==> src/rtl/gpr_ctrl_pkg.sv <==
// Shared constants and types for the general-purpose register file write-back path.
// Imported by the arbiter top level and the pending scoreboard.
package gpr_ctrl_pkg;

   localparam int DATA_W   = 16;
   localparam int ADDR_W   = 4;
   localparam int NUM_REGS = 16;

   // Which write-back stream was granted most recently; the other one wins the next tie.
   typedef enum logic {
      GRANT_ALU = 1'b0,
      GRANT_MEM = 1'b1
   } grant_e;

endpackage

==> src/rtl/gpr_scoreboard.sv <==
// Per-register pending-write scoreboard with orphan write-back detection.
// Set on issue, cleared when the register file write enable retires the register.
module gpr_scoreboard
   import gpr_ctrl_pkg::*;
#(
   parameter int ADDR_W   = gpr_ctrl_pkg::ADDR_W,
   parameter int NUM_REGS = gpr_ctrl_pkg::NUM_REGS
) (
   input  logic                clk,
   input  logic                rst,
   input  logic                issue_valid,
   input  logic [ADDR_W-1:0]   issue_dest,
   input  logic                reg_write_en,
   input  logic [ADDR_W-1:0]   reg_write_dest,
   output logic [NUM_REGS-1:0] pending,
   output logic                wb_orphan
);

   logic [NUM_REGS-1:0] set_mask;
   logic [NUM_REGS-1:0] clr_mask;
   logic [NUM_REGS-1:0] pending_nxt;
   logic                orphan_hit;

   // Set is applied after clear: a same-cycle issue names a younger producer.
   always_comb begin
      set_mask = '0;
      clr_mask = '0;
      if (issue_valid) begin
         set_mask[issue_dest] = 1'b1;
      end
      if (reg_write_en) begin
         clr_mask[reg_write_dest] = 1'b1;
      end
      pending_nxt = (pending & ~clr_mask) | set_mask;
   end

   // Checked against the pending bit as it stood before this edge's update.
   assign orphan_hit = reg_write_en && !pending[reg_write_dest];

   always_ff @(posedge clk or posedge rst) begin
      if (rst) begin
         pending   <= '0;
         wb_orphan <= 1'b0;
      end else begin
         pending <= pending_nxt;
         if (orphan_hit) begin
            wb_orphan <= 1'b1;
         end
      end
   end

endmodule

==> src/rtl/gpr_wb_arbiter.sv <==
// Round-robin write-back arbiter (ALU vs. memory load) driving the single register file
// write port from a registered output stage, plus the pending scoreboard for hazard stalls.
module gpr_wb_arbiter
   import gpr_ctrl_pkg::*;
#(
   parameter int DATA_W   = gpr_ctrl_pkg::DATA_W,
   parameter int ADDR_W   = gpr_ctrl_pkg::ADDR_W,
   parameter int NUM_REGS = gpr_ctrl_pkg::NUM_REGS
) (
   input  logic                clk,
   input  logic                rst,
   input  logic                alu_wb_valid,
   input  logic [ADDR_W-1:0]   alu_wb_dest,
   input  logic [DATA_W-1:0]   alu_wb_data,
   output logic                alu_wb_ready,
   input  logic                mem_wb_valid,
   input  logic [ADDR_W-1:0]   mem_wb_dest,
   input  logic [DATA_W-1:0]   mem_wb_data,
   output logic                mem_wb_ready,
   input  logic                issue_valid,
   input  logic [ADDR_W-1:0]   issue_dest,
   output logic                reg_write_en,
   output logic [ADDR_W-1:0]   reg_write_dest,
   output logic [DATA_W-1:0]   reg_write_data,
   output logic [NUM_REGS-1:0] pending,
   output logic                wb_orphan,
   output grant_e              last_grant
);

   // Handshake: a write-back transfers at a rising edge where valid && ready. A requester
   // keeps dest/data stable while valid and not ready; ready depends only on the valids
   // and last_grant, never on anything registered downstream.

   grant_e            last_grant_nxt;
   logic              alu_xfer;
   logic              mem_xfer;
   logic              any_xfer;
   logic [ADDR_W-1:0] win_dest;
   logic [DATA_W-1:0] win_data;

   // The write port is free every cycle, so the only refusal is losing a tie.
   always_comb begin
      alu_wb_ready = 1'b0;
      mem_wb_ready = 1'b0;
      if (alu_wb_valid && mem_wb_valid) begin
         alu_wb_ready = (last_grant == GRANT_MEM);
         mem_wb_ready = (last_grant == GRANT_ALU);
      end else begin
         alu_wb_ready = alu_wb_valid;
         mem_wb_ready = mem_wb_valid;
      end
   end

   assign alu_xfer = alu_wb_valid && alu_wb_ready;
   assign mem_xfer = mem_wb_valid && mem_wb_ready;
   assign any_xfer = alu_xfer || mem_xfer;

   always_comb begin
      last_grant_nxt = last_grant;
      win_dest       = reg_write_dest;
      win_data       = reg_write_data;
      if (alu_xfer) begin
         last_grant_nxt = GRANT_ALU;
         win_dest       = alu_wb_dest;
         win_data       = alu_wb_data;
      end else if (mem_xfer) begin
         last_grant_nxt = GRANT_MEM;
         win_dest       = mem_wb_dest;
         win_data       = mem_wb_data;
      end
   end

   // Reset to MEM so the ALU wins the first tie after reset.
   always_ff @(posedge clk or posedge rst) begin
      if (rst) begin
         last_grant <= GRANT_MEM;
      end else begin
         last_grant <= last_grant_nxt;
      end
   end

   // Output stage; dest/data hold when idle, and reset drops any write in flight.
   always_ff @(posedge clk or posedge rst) begin
      if (rst) begin
         reg_write_en   <= 1'b0;
         reg_write_dest <= '0;
         reg_write_data <= '0;
      end else begin
         reg_write_en   <= any_xfer;
         reg_write_dest <= win_dest;
         reg_write_data <= win_data;
      end
   end

   gpr_scoreboard #(
      .ADDR_W   (ADDR_W),
      .NUM_REGS (NUM_REGS)
   ) u_scoreboard (
      .clk            (clk),
      .rst            (rst),
      .issue_valid    (issue_valid),
      .issue_dest     (issue_dest),
      .reg_write_en   (reg_write_en),
      .reg_write_dest (reg_write_dest),
      .pending        (pending),
      .wb_orphan      (wb_orphan)
   );

endmodule

==> config.mk <==
export PLATFORM = sky130hd
export DESIGN_NAME = gpr_wb_arbiter
export DESIGN_NICKNAME = d
export VERILOG_FILES = /design/src/rtl/gpr_ctrl_pkg.sv /design/src/rtl/gpr_scoreboard.sv /design/src/rtl/gpr_wb_arbiter.sv
export SDC_FILE = /design/constraint.sdc
export NUM_CORES = 1
export LEC_CHECK = 0
export BUFFER_PORTS_ARGS = -buffer_cell sky130_fd_sc_hd__buf_4
export CAP_MARGIN = 20
export CORE_UTILIZATION = 51
export DETAILED_ROUTE_END_ITERATION = 7
export HOLD_SLACK_MARGIN = 0.05
export PLACE_DENSITY_LB_ADDON = 0.25
export SYNTH_ARGS = -nofsm -noshare
export SYNTH_HDL_FRONTEND = slang
export SYNTH_SLANG_ARGS = --single-unit
==> constraint.sdc <==
create_clock -name clk -period 2.4 [get_ports clk]
set_input_delay 0.48 -clock clk [delete_from_list [all_inputs] [get_ports clk]]
set_output_delay 0.48 -clock clk [all_outputs]
set_load 0.01 [all_outputs]
# After elaboration in Yosys (flattened, before gate mapping)
# Index checks and enable logic that the tools add are counted.
# word_totals
ff_bits,39
input_bits,49
wordCells,39
# classes
magnitude_cmp,4
muxes,16
n_bitwise,4
reduce_logical,9
# ops
operator,n
two-way mux 16 bit,4
bitwise AND 16 bit,1
inverter 16 bit,1
OR 16 bit,1
less-than comparator 4 x 5 -> 1 bit (second input constant),2
demux 1 bit (select 4 bit),2
>= comparator 4 x 1 -> 1 bit (second input constant),2
two-way mux 4 bit,2
two-way mux 1 bit,7
logical AND 1 bit,6
binary-select mux 1 bit (select 4 bit),1
nonzero test 2 bit,1
zero test 1 bit,1
logical OR 1 bit,1
inverter 1 bit,1

# Longest topological paths before layout
# Gate-level depths: netlist of the first run.
# logic_depth
word_depth,8
mapped_depth,5
depth_no_buf,3

# Modules after synthesis
# A second synthesis of the first run with hierarchy kept.
# hier_totals
cells_unflattened,207
hier_area_um2,2270.9
# modules_own_cells
mod,n_inst,cells_each,area_per_inst_um2
gpr_wb_arbiter,1,121,1382.6
gpr_scoreboard,1,86,888.4

# Worst setup path before layout of the first run
# No wires, ideal clock.
# synth_path
kind,input to output
start,input port mem_wb_valid
end,output port mem_wb_ready
arrival_ps,1128
setup_slack_ps,792
path_stages,3
path_cell_list,buf_4 > clkbuf_1 > a21boi_0
# synth_between
elab_chain_cells,2
# synth_rtl
element,line_no,text
start: declaration,gpr_wb_arbiter.sv:16,"input logic mem_wb_valid,"
logical AND 1 bit,gpr_wb_arbiter.sv:45,if (alu_wb_valid && mem_wb_valid) begin
two-way mux 1 bit (*),gpr_wb_arbiter.sv:45,
end: declaration,gpr_wb_arbiter.sv:19,"output logic mem_wb_ready,"
# Every way passes the cells marked *; elsewhere a longest branch is shown, timed or not.

# Worst setup path in the final report of the first run
# layout_path
start,register last_grant
end,output port last_grant
# layout_rtl
element,line_no,text
start: declaration,gpr_wb_arbiter.sv:27,output grant_e last_grant
start signal: assignment,gpr_wb_arbiter.sv:78,last_grant <= last_grant_nxt;
# No word-level cell between the ends.

==> results of run 1 <==
registers in the layout, indices dropped and copies added, names as in the netlist:
signal,count
reg_write_en,1
reg_write_dest,4
last_grant,1
reg_write_data,16
u_scoreboard.pending,16
u_scoreboard.wb_orphan,1
cells in the final DEF (no fill, tap or decap), drive strengths merged, types with 3 or more instances in the layout:
| master | instances |
|---|---|
| a211oi | 20 |
| buf | 93 |
| clkbuf | 6 |
| dfrtp | 38 |
| mux2i | 22 |
| mux4 | 3 |
| nand2b | 7 |
| nand3 | 3 |
| nand3b | 5 |
| nor3 | 20 |
| nor3b | 20 |
| o21ai | 32 |
| or2 | 3 |
report_power, final:
| group | leakage, nW | internal [mW] | switching (mW) |
|---|---|---|---|
| Clock | 0.0612 | 0.336 | 0.233 |
| Sequential | 0.447 | 0.825 | 0.153 |
| Combinational | 0.774 | 0.434 | 0.362 |
area by class of cell:
| class | count | area (µm²) | share of cell area [%] |
|---|---|---|---|
| Multi-Input combinational cell | 145 | 1040 | 35.8 |
| Tap cell | 48 | 60.1 | 2.07 |
| Clock buffer | 6 | 82.6 | 2.85 |
| Clock inverter | 2 | 35.0 | 1.21 |
| Inverter | 2 | 7.51 | 0.259 |
| Sequential cell | 39 | 977 | 33.7 |
| Timing Repair Buffer | 93 | 698 | 24.1 |
cell families (layout without fill, tap and decap cells):
logic type | Yosys count | in the layout | share of synthesized area [%]
simple gates | 64 | 64 | 19.2
compound gates | 56 | 56 | 16.5
flops | 39 | 39 | 46.6
mux | 25 | 25 | 13.7
buf+inv | 17 | 103 | 4.00
routing by layer:
metal | global-route usage [%] | wire, µm | vias to the layer above
met4 | 6.91 | 57 | 0
met3 | 6.55 | 348 | 11
met2 | 41.3 | 2710 | 83
met5 | 0 | 0 | -
met1 | 37.2 | 2360 | 923
li1 | - | - | 929
how the worst max path moves through the flow:
stage                              to  slack (ps)  cells after the start
detailed placement  reg_write_data[1]         590                      5
global route             alu_wb_ready         570                      4
global placement         alu_wb_ready         660                      4
floorplan                mem_wb_ready         790                      3
finish                     last_grant         600                      2
CTS                        last_grant         610                      2
synthesized netlist by cell type, drive strengths merged, types with 2 or more instances:
master   n  area share [%]
mux4     3             3.2
nor3b   20             7.2
o21ai   32             7.6
mux2i   22              11
nand3    3            0.72
a211oi  20             7.2
nand2b   7             2.1
dfrtp   38              45
nor3    20             4.8
clkbuf   8             1.4
or2      3            0.90
nand3b   5             1.8
or3b     2            0.84
nand2    2            0.36
buf      7             2.2
stage by stage:
| stage | cells | power, mW | area [µm²] | util [%] |
|---|---|---|---|---|
| detailed placement | 327 | 1.78 | 2780 | 73.2 |
| global route | 335 | 2.47 | 2900 | 76.3 |
| floorplan | 201 | 1.35 | 2100 | - |
| CTS | 335 | 2.35 | 2900 | 76.3 |
| global placement | 327 | 1.76 | 2780 | 73.2 |
| finish | 335 | 2.34 | 2900 | 76.3 |
critical path, delay by kind of cell (launching register included):
family	cells	cell delay [ps]
buffers and inverters	2	440
DFF	1	580
==> results.sh, run 1 <==
export IMPL_worst_ep_arrival_time_ps=1320
export IMPL_max_stage_delay_ps=580
export IMPL_netlist_instances=201
export IMPL_synth_area_per_cell_um2=10.4
export IMPL_crit_path_start_kind="flop"
export IMPL_setup_tns_ps=0
export IMPL_worstMarginPinSlew_ps=491
export IMPL_fin_ws_ps=597
export IMPL_cts_tree="built"
export IMPL_finalSetupViolCount=0
export IMPL_nets=335
export IMPL_clock_sinks=39
export IMPL_postCtsResizedCells=0
export IMPL_htreeDepth=2
export IMPL_dp_slack_ps=588
export IMPL_dp_hpwl_um=3810
export IMPL_portBuffers=89
export IMPL_root_buffer="clkbuf_8"
export IMPL_drc=0
export IMPL_vias=1946
export IMPL_synth_cell_area_um2=2100
export IMPL_r2r_start="reg_write_dest[0]"
export IMPL_boundaryPins=90
export IMPL_synthFlopType="dfrtp_1"
export IMPL_drt_total_wl_um=5480
export IMPL_reg2reg_slack_ps=870
export IMPL_ctsHoldBuffers=0
export IMPL_fmax_ghz=0.555
export IMPL_drt_iter0_drc=194
export IMPL_postCtsSetupBuffers=0
export IMPL_syn_nets=250
export IMPL_final_hold_violation_count=0
export IMPL_status="completed"
export IMPL_syn_to_final_growth_pct=38.1
export IMPL_fp_coreArea_um2=3800
export IMPL_fin_skew_ps=2.59
export IMPL_synth_edf_count=0
export IMPL_period_share_pct=75.1
export IMPL_finalMaxSlewViolations=0
export IMPL_endpoint_kind="primary output"
export IMPL_avgViaCountPerCell=5.81
export IMPL_fillCellCount=273
export IMPL_firstDrtPassIters=4
export IMPL_place_gp_congestion=0.900
export IMPL_clk_latency_ps=290
export IMPL_ys_async_sr_fraction_pct=100
export IMPL_yosysWarningCount=0
export IMPL_worstPathRequired_ps=1920
export IMPL_grt_pass1_wl_um=8730
export IMPL_synth_seq_cells=39
export IMPL_min_path_type="in -> async"
export IMPL_die_h_um=66.1
export IMPL_hold_ws_ps=309
export IMPL_finalCriticalPeriod_ps=1800
export IMPL_critical_path_slowest_cell="dfstp_2"
export IMPL_rr_endpoint="u_scoreboard.wb_orphan"
export IMPL_gr_total_overflow=0
export IMPL_maxCapViolations=0
export IMPL_worstSetupStartpoint="last_grant"
export IMPL_path_class="reg -> out"
export IMPL_layout_drive_gt1_share_pct=38.3
export IMPL_grt_pass1_vias=1821
export IMPL_power_leakage_nw=1.28
export IMPL_clk_path_buf_depth=2
export IMPL_insertedDiodeCount=0
export IMPL_fp_dieW_um=66.1
export IMPL_die_area_um2=4370
export IMPL_grt_max_degree=44
export IMPL_antenna_found_initial=0
export IMPL_rsz0062_at_grt="no"
export IMPL_path_cells="buf_4 -> buf_4"
export IMPL_grt_usage_pct=26.7
export IMPL_clk_pin_slew_ps=80
export IMPL_ff2ff_path_depth=3
export IMPL_wire_per_inst_um=16.4
export IMPL_max_slew_margin_pct=67.3
export IMPL_cts_buffers=5
export IMPL_synth_seq_area_share_pct=46.6
export IMPL_ant_nets=0
export IMPL_p_per_area_nw_per_um2=809
export IMPL_ir_worst_vdd_mv=0.434
export IMPL_crit_path_frequent_cell="buf_4"
export IMPL_crit_fanout=21
export IMPL_yosysUniqueCellTypes=27
export IMPL_start_util_pct=55.2
export IMPL_num_rows=22
Power figures use the tool's default switching activity.
==> inputs of run 2 (changes only) <==
--- a/config.mk
+++ b/config.mk
@@ -7,7 +7,7 @@
 export LEC_CHECK = 0
 export BUFFER_PORTS_ARGS = -buffer_cell sky130_fd_sc_hd__buf_4
 export CAP_MARGIN = 20
-export CORE_UTILIZATION = 51
+export CORE_UTILIZATION = 43
 export DETAILED_ROUTE_END_ITERATION = 7
 export HOLD_SLACK_MARGIN = 0.05
 export PLACE_DENSITY_LB_ADDON = 0.25
==> constraint.sdc (replaced) <==
create_clock -name clk -period 1.5 [get_ports clk]
set_input_delay 0.3 -clock clk [delete_from_list [all_inputs] [get_ports clk]]
set_output_delay 0.3 -clock clk [all_outputs]
set_load 0.01 [all_outputs]
==> results.sh, run 2 (synthesized netlist as in run 1, its figures left out) <==
export IMPL_worstPathRequired_ps=1200
export IMPL_p_sw_mw=1.19
export IMPL_p_int_mw=2.42
export IMPL_firstDrtPassIters=8
export IMPL_vias=1912
export IMPL_power_mw=3.60
export IMPL_dp_slack_ps=12.0
export IMPL_crit_fanout=3
export IMPL_htreeDepth=2
export IMPL_drt_total_wl_um=5390
export IMPL_power_leakage_nw=1.32
export IMPL_clkPwrFrac_pct=19.9
export IMPL_grt_max_degree=32
export IMPL_min_path_type="in -> reg"
export IMPL_root_buffer="clkbuf_8"
export IMPL_place_gp_congestion=0.943
export IMPL_die_area_um2=5160
export IMPL_endpoint_kind="primary output"
export IMPL_boundaryPins=90
export IMPL_period_share_pct=103
export IMPL_final_cells=349
export IMPL_hold_ws_ps=238
export IMPL_ant_nets=0
export IMPL_crit_path_start_kind="flop"
export IMPL_grt_pass1_wl_um=8900
export IMPL_clock_sinks=39
export IMPL_layout_drive_gt1_share_pct=40.3
export IMPL_cts_tree="built"
export IMPL_die_h_um=71.8
export IMPL_clk_path_buf_depth=2
export IMPL_mostFrequentLayoutCell="buf_4"
export IMPL_gr_total_overflow=0
export IMPL_drc=0
export IMPL_clk_latency_ps=280
export IMPL_grt_pass1_vias=1847
export IMPL_antenna_found_initial=0
export IMPL_grt_usage_pct=22.1
export IMPL_fp_dieW_um=71.8
export IMPL_num_rows=25
export IMPL_fin_ws_ps=-48.8
export IMPL_nets=344
export IMPL_rsz0062_at_grt="yes"
export IMPL_ir_worst_vdd_mv=0.726
export IMPL_drt_iter0_drc=190
export IMPL_fmax_ghz=0.646
export IMPL_worst_ep_arrival_time_ps=1250
export IMPL_p_per_area_nw_per_um2=1200
export IMPL_clk_pin_slew_ps=70
export IMPL_worstMarginPinSlew_ps=493
export IMPL_fin_skew_ps=4.97
export IMPL_fp_coreArea_um2=4690
export IMPL_wire_per_inst_um=15.4
export IMPL_violations="negative setup slack"
export IMPL_p_sw_share_pct=33.0
export IMPL_start_util_pct=44.7
export IMPL_maxCapViolations=0
export IMPL_final_cell_mix="97 x buf_4, 37 x dfrtp_1, 32 x o21ai_0"
export IMPL_insertedDiodeCount=0
export IMPL_finalSetupViolCount=2
export IMPL_max_slew_margin_pct=66.9
export IMPL_syn_to_final_growth_pct=42.7
export IMPL_avgViaCountPerCell=5.48
export IMPL_finalCriticalPeriod_ps=1550
export IMPL_status="finished with violations"
export IMPL_portBuffers=89
export IMPL_place_inst=340
export IMPL_dp_hpwl_um=4040
export IMPL_power_frac_seq_pct=43.2
export IMPL_largestRegisters="reg_write_data (16), u_scoreboard.pending (16), reg_write_dest (4)"
export IMPL_cts_buffers=5
export IMPL_finalMaxSlewViolations=0
export IMPL_final_hold_violation_count=0
export IMPL_combinationalPowerShare_pct=36.8
export IMPL_path_class="reg -> out"
[run 2: cell count changes in the layout (fill, tap and decap cells not counted), sizes merged]
cell	before	now
buf	93	101
bufinv	1	0
clkinv	2	3
dlygate4sd3	0	1
inv	1	0
[run 2: final cells by class]
type,instances,area (µm²)
Multi-Input combinational cell,145,1040
Fill cell,393,1700
Clock buffer,6,82.6
Clock inverter,1,5.00
Timing Repair Buffer,102,810
Tap cell,54,67.6
Sequential cell,39,978
Inverter,2,7.51
[run 2: path summary, 6_finish.rpt]
path	depth (start not counted)	start	to	slack, ps
max reg2reg	5	last_grant	reg_write_data[12]	90
min in group asynchronous	3	rst	reg_write_data[11]	550
max in group asynchronous	4	rst	last_grant	400
min	2	alu_wb_valid	reg_write_en	240
max	3	last_grant	alu_wb_ready	-50
min reg2reg	1	u_scoreboard.wb_orphan	u_scoreboard.wb_orphan	510
[run 2: repair_timing]
item	CTS	global route
endpoints found under the hold margin	11	0
cloned	0	0
setup endpoints to repair	3	3
hold buffers	1	0
resized for setup	2	1
setup buffers	1	0
[run 2: critical path: stages, from the launching register on]
cell	delay [ps]
dfstp_2	550
and2b_1	190
nor2_1	100
buf_4	130
[run 2: per-stage QoR]
stage	area [µm²]	setup TNS [ps]	util [%]
finish	2990	-81.9	63.8
global route	2990	-223	63.8
CTS	2990	-116	63.7
detailed placement	2880	0	61.3
global placement	2880	0	61.3
floorplan	2100	0	-
[run 2: power groups by stage]
stage          combinational, mW  sequential (mW)  clock [mW]
2_1_floorplan              0.534             1.63           0
3_3_place_gp                1.30             1.58           0
3_5_place_dp                1.32             1.57           0
4_1_cts                     1.33             1.55       0.727
5_1_grt                     1.45             1.59       0.785
6_report                    1.33             1.56       0.718
[run 2: routing by layer]
layer / up-vias / global-route usage (%) / share of wire [%]
met1: 913 / 32.0 / 47
met3: 4 / 4.22 / 4.5
li1: 941 / - / -
met4: 0 / 6.10 / 1.1
met5: - / 0 / 0
met2: 54 / 34.1 / 48
==> inputs of run 3 (changes only) <==
--- a/config.mk
+++ b/config.mk
@@ -5,6 +5,7 @@
 export SDC_FILE = /design/constraint.sdc
 export NUM_CORES = 1
 export LEC_CHECK = 0
+export ABC_AREA = 1
 export BUFFER_PORTS_ARGS = -buffer_cell sky130_fd_sc_hd__buf_4
 export CAP_MARGIN = 20
 export CORE_UTILIZATION = 43
==> results.sh, run 3 <==
export IMPL_fin_skew_ps=5.47
export IMPL_clk_pin_slew_ps=80
export IMPL_firstDrtPassIters=6
export IMPL_htreeDepth=2
export IMPL_hold_ws_ps=59.1
export IMPL_vias=2015
export IMPL_met2_usage_pct=38.1
export IMPL_synth_cell_area_um2=2050
export IMPL_insertedDiodeCount=0
export IMPL_drc=3
export IMPL_maxCapViolations=0
export IMPL_clk_path_buf_depth=2
export IMPL_die_h_um=71.0
export IMPL_synth_compound_area_share_pct=23.2
export IMPL_root_buffer="clkbuf_8"
export IMPL_dp_hpwl_um=4200
export IMPL_rsz0062_at_grt="yes"
export IMPL_ys_async_sr_fraction_pct=100
export IMPL_cts_tree="built"
export IMPL_avgViaCountPerCell=5.04
export IMPL_fmax_ghz=0.666
export IMPL_grt_usage_pct=23.5
export IMPL_num_rows=24
export IMPL_fp_dieW_um=71.0
export IMPL_fin_ws_ps=-1.08
export IMPL_gr_total_overflow=0
export IMPL_setup_tns_ps=-1.08
export IMPL_final_cell_mix="99 x buf_4, 49 x nand2_1, 38 x dfrtp_1"
export IMPL_rr_endpoint="reg_write_data[14]"
export IMPL_path_cells="inv_4 -> nand2_4 -> nand2_4 -> inv_4 -> buf_6"
export IMPL_synth_area_per_cell_um2=8.29
export IMPL_regArea_um2=977
export IMPL_mostFrequentLayoutCell="buf_4"
export IMPL_busiest_layer="met2"
export IMPL_layout_drive_gt1_share_pct=39.4
export IMPL_nets=396
export IMPL_syn_nets=296
export IMPL_fillCellCount=400
export IMPL_p_per_area_nw_per_um2=1360
export IMPL_min_path_type="in -> async"
export IMPL_fp_coreArea_um2=4470
export IMPL_path_class="reg -> out"
export IMPL_use_met1_pct=32.0
export IMPL_portBuffers=89
export IMPL_clock_sinks=39
export IMPL_drt_total_wl_um=5620
export IMPL_grt_pass1_wl_um=9230
export IMPL_boundaryPins=90
export IMPL_drt_iter0_drc=115
export IMPL_period_share_pct=100
export IMPL_grt_use_met3_pct=6.13
export IMPL_grt_max_degree=40
export IMPL_crit_path_start_kind="flop"
export IMPL_max_stage_delay_ps=560
export IMPL_ir_worst_vdd_mv=0.614
export IMPL_syn_to_final_growth_pct=42.8
export IMPL_synth_fa_ha_area_share_pct=0
export IMPL_ff2ff_path_depth=6
export IMPL_wire_per_inst_um=14.1
export IMPL_worst_ep_arrival_time_ps=1200
export IMPL_yosysTopAreaCellShare_pct=46.5
export IMPL_status="finished with violations"
export IMPL_synth_seq_cells=39
export IMPL_synth_largest_area_cell="dfrtp_1"
export IMPL_synthMuxAreaShare_pct=0
export IMPL_placed_area_um2=2790
export IMPL_final_util_pct=65.3
export IMPL_power_mw=3.97
export IMPL_crit_fanout=4
export IMPL_clk_latency_ps=290
export IMPL_power_leakage_nw=1.46
export IMPL_endpoint_kind="primary output"
export IMPL_netlist_instances=247
export IMPL_antenna_found_initial=0
export IMPL_worstPathRequired_ps=1200
export IMPL_ctsHoldBuffers=0
export IMPL_yosysUniqueCellTypes=19
export IMPL_r2r_start="last_grant"
export IMPL_synth_top_family_by_area="compound AO/OA/AOI/OAI gates"
export IMPL_synth_edf_count=0
export IMPL_worstMarginPinSlew_ps=362
export IMPL_finalCriticalPeriod_ps=1500
export IMPL_place_gp_congestion=0.870
export IMPL_yosysWarningCount=0
export IMPL_synth_seq_area_share_pct=47.7
export IMPL_violations="design-rule violations, negative setup slack"
export IMPL_ant_nets=0
export IMPL_cts_buffers=5
export IMPL_largestRegisters="reg_write_data (16), u_scoreboard.pending (16), reg_write_dest (4)"
export IMPL_yosys_top_cells_area="dfrtp_1 46%, nand2_1 9.2%, o21ai_0 9.0%"
export IMPL_critical_path_slowest_cell="dfstp_2"
export IMPL_final_hold_violation_count=0
export IMPL_die_area_um2=5040
export IMPL_max_slew_margin_pct=75.8
export IMPL_multi_input_area_um2=906
export IMPL_finalSetupViolCount=1
export IMPL_synth_commonest_cells="50 x nand2_1, 38 x dfrtp_1, 37 x o21ai_0"
export IMPL_finalMaxSlewViolations=0
export IMPL_synth_most_common_cell="nand2_1"
export IMPL_reg2reg_slack_ps=30
export IMPL_stdcell_area_um2=2920
export IMPL_synth_xor_area_share_pct=0
export IMPL_start_util_pct=45.7
export IMPL_synthFlopType="dfrtp_1"
export IMPL_yosys_area_share_simple_pct=20.4
export IMPL_grt_pass1_vias=1973
[run 3: how the worst max path moves through the flow]
stage / from / to
final: last_grant / alu_wb_ready
after global routing: last_grant / reg_write_data[14]
after CTS: last_grant / alu_wb_ready
after detailed placement: last_grant / reg_write_data[14]
after global placement: last_grant / reg_write_data[14]
after floorplan: last_grant / mem_wb_ready
[run 3: kinds of logic (layout without fill, tap and decap cells)]
kind of cell    count (synthesis)  after routing
flops                          39             39
compound gates                 75             75
simple gates                  101            101
buf+inv                        32            133
[run 3: per-stage QoR]
step | cells | setup WS, ps
floorplan | 247 | 45.9
global placement | 388 | 107
detailed placement | 388 | -19.9
CTS | 399 | -18.2
global route | 400 | -56.0
finish | 400 | -1.08
[run 3: what timing repair did]
| action | in CTS | in global routing |
|---|---|---|
| pin swaps | 3 | 2 |
| hold endpoints to repair | 0 | 0 |
| setup endpoints to repair | 3 | 12 |
| cloned | 0 | 0 |
| setup buffers | 3 | 1 |
| gates resized for setup | 5 | 2 |
[run 3: power breakdown]
part / internal (mW) / leakage [nW] / switching (mW)
Clock: 0.326 / 0.0422 / 0.355
Sequential: 1.38 / 0.451 / 0.269
Combinational: 0.811 / 0.967 / 0.826
[run 3: area by class of cell]
class | instances | share of cell area, %
Clock buffer | 7 | 2.61
Clock inverter | 1 | 0.171
Inverter | 22 | 3.00
Multi-Input combinational cell | 176 | 31.0
Sequential cell | 39 | 33.4
Tap cell | 52 | 2.23
Timing Repair Buffer | 103 | 27.6
[run 3: routing by layer]
layer,wire length (µm),share of wire (%)
met5,0,0
met4,43,0.77
met3,324,5.8
met2,2730,49
met1,2520,45
[run 3: worst max-delay path: cells and delay by family (launching register included)]
kind,cells,cell delay [ps]
buffers and inverters,3,210
DFF,1,560
and+or+nand+nor,2,130
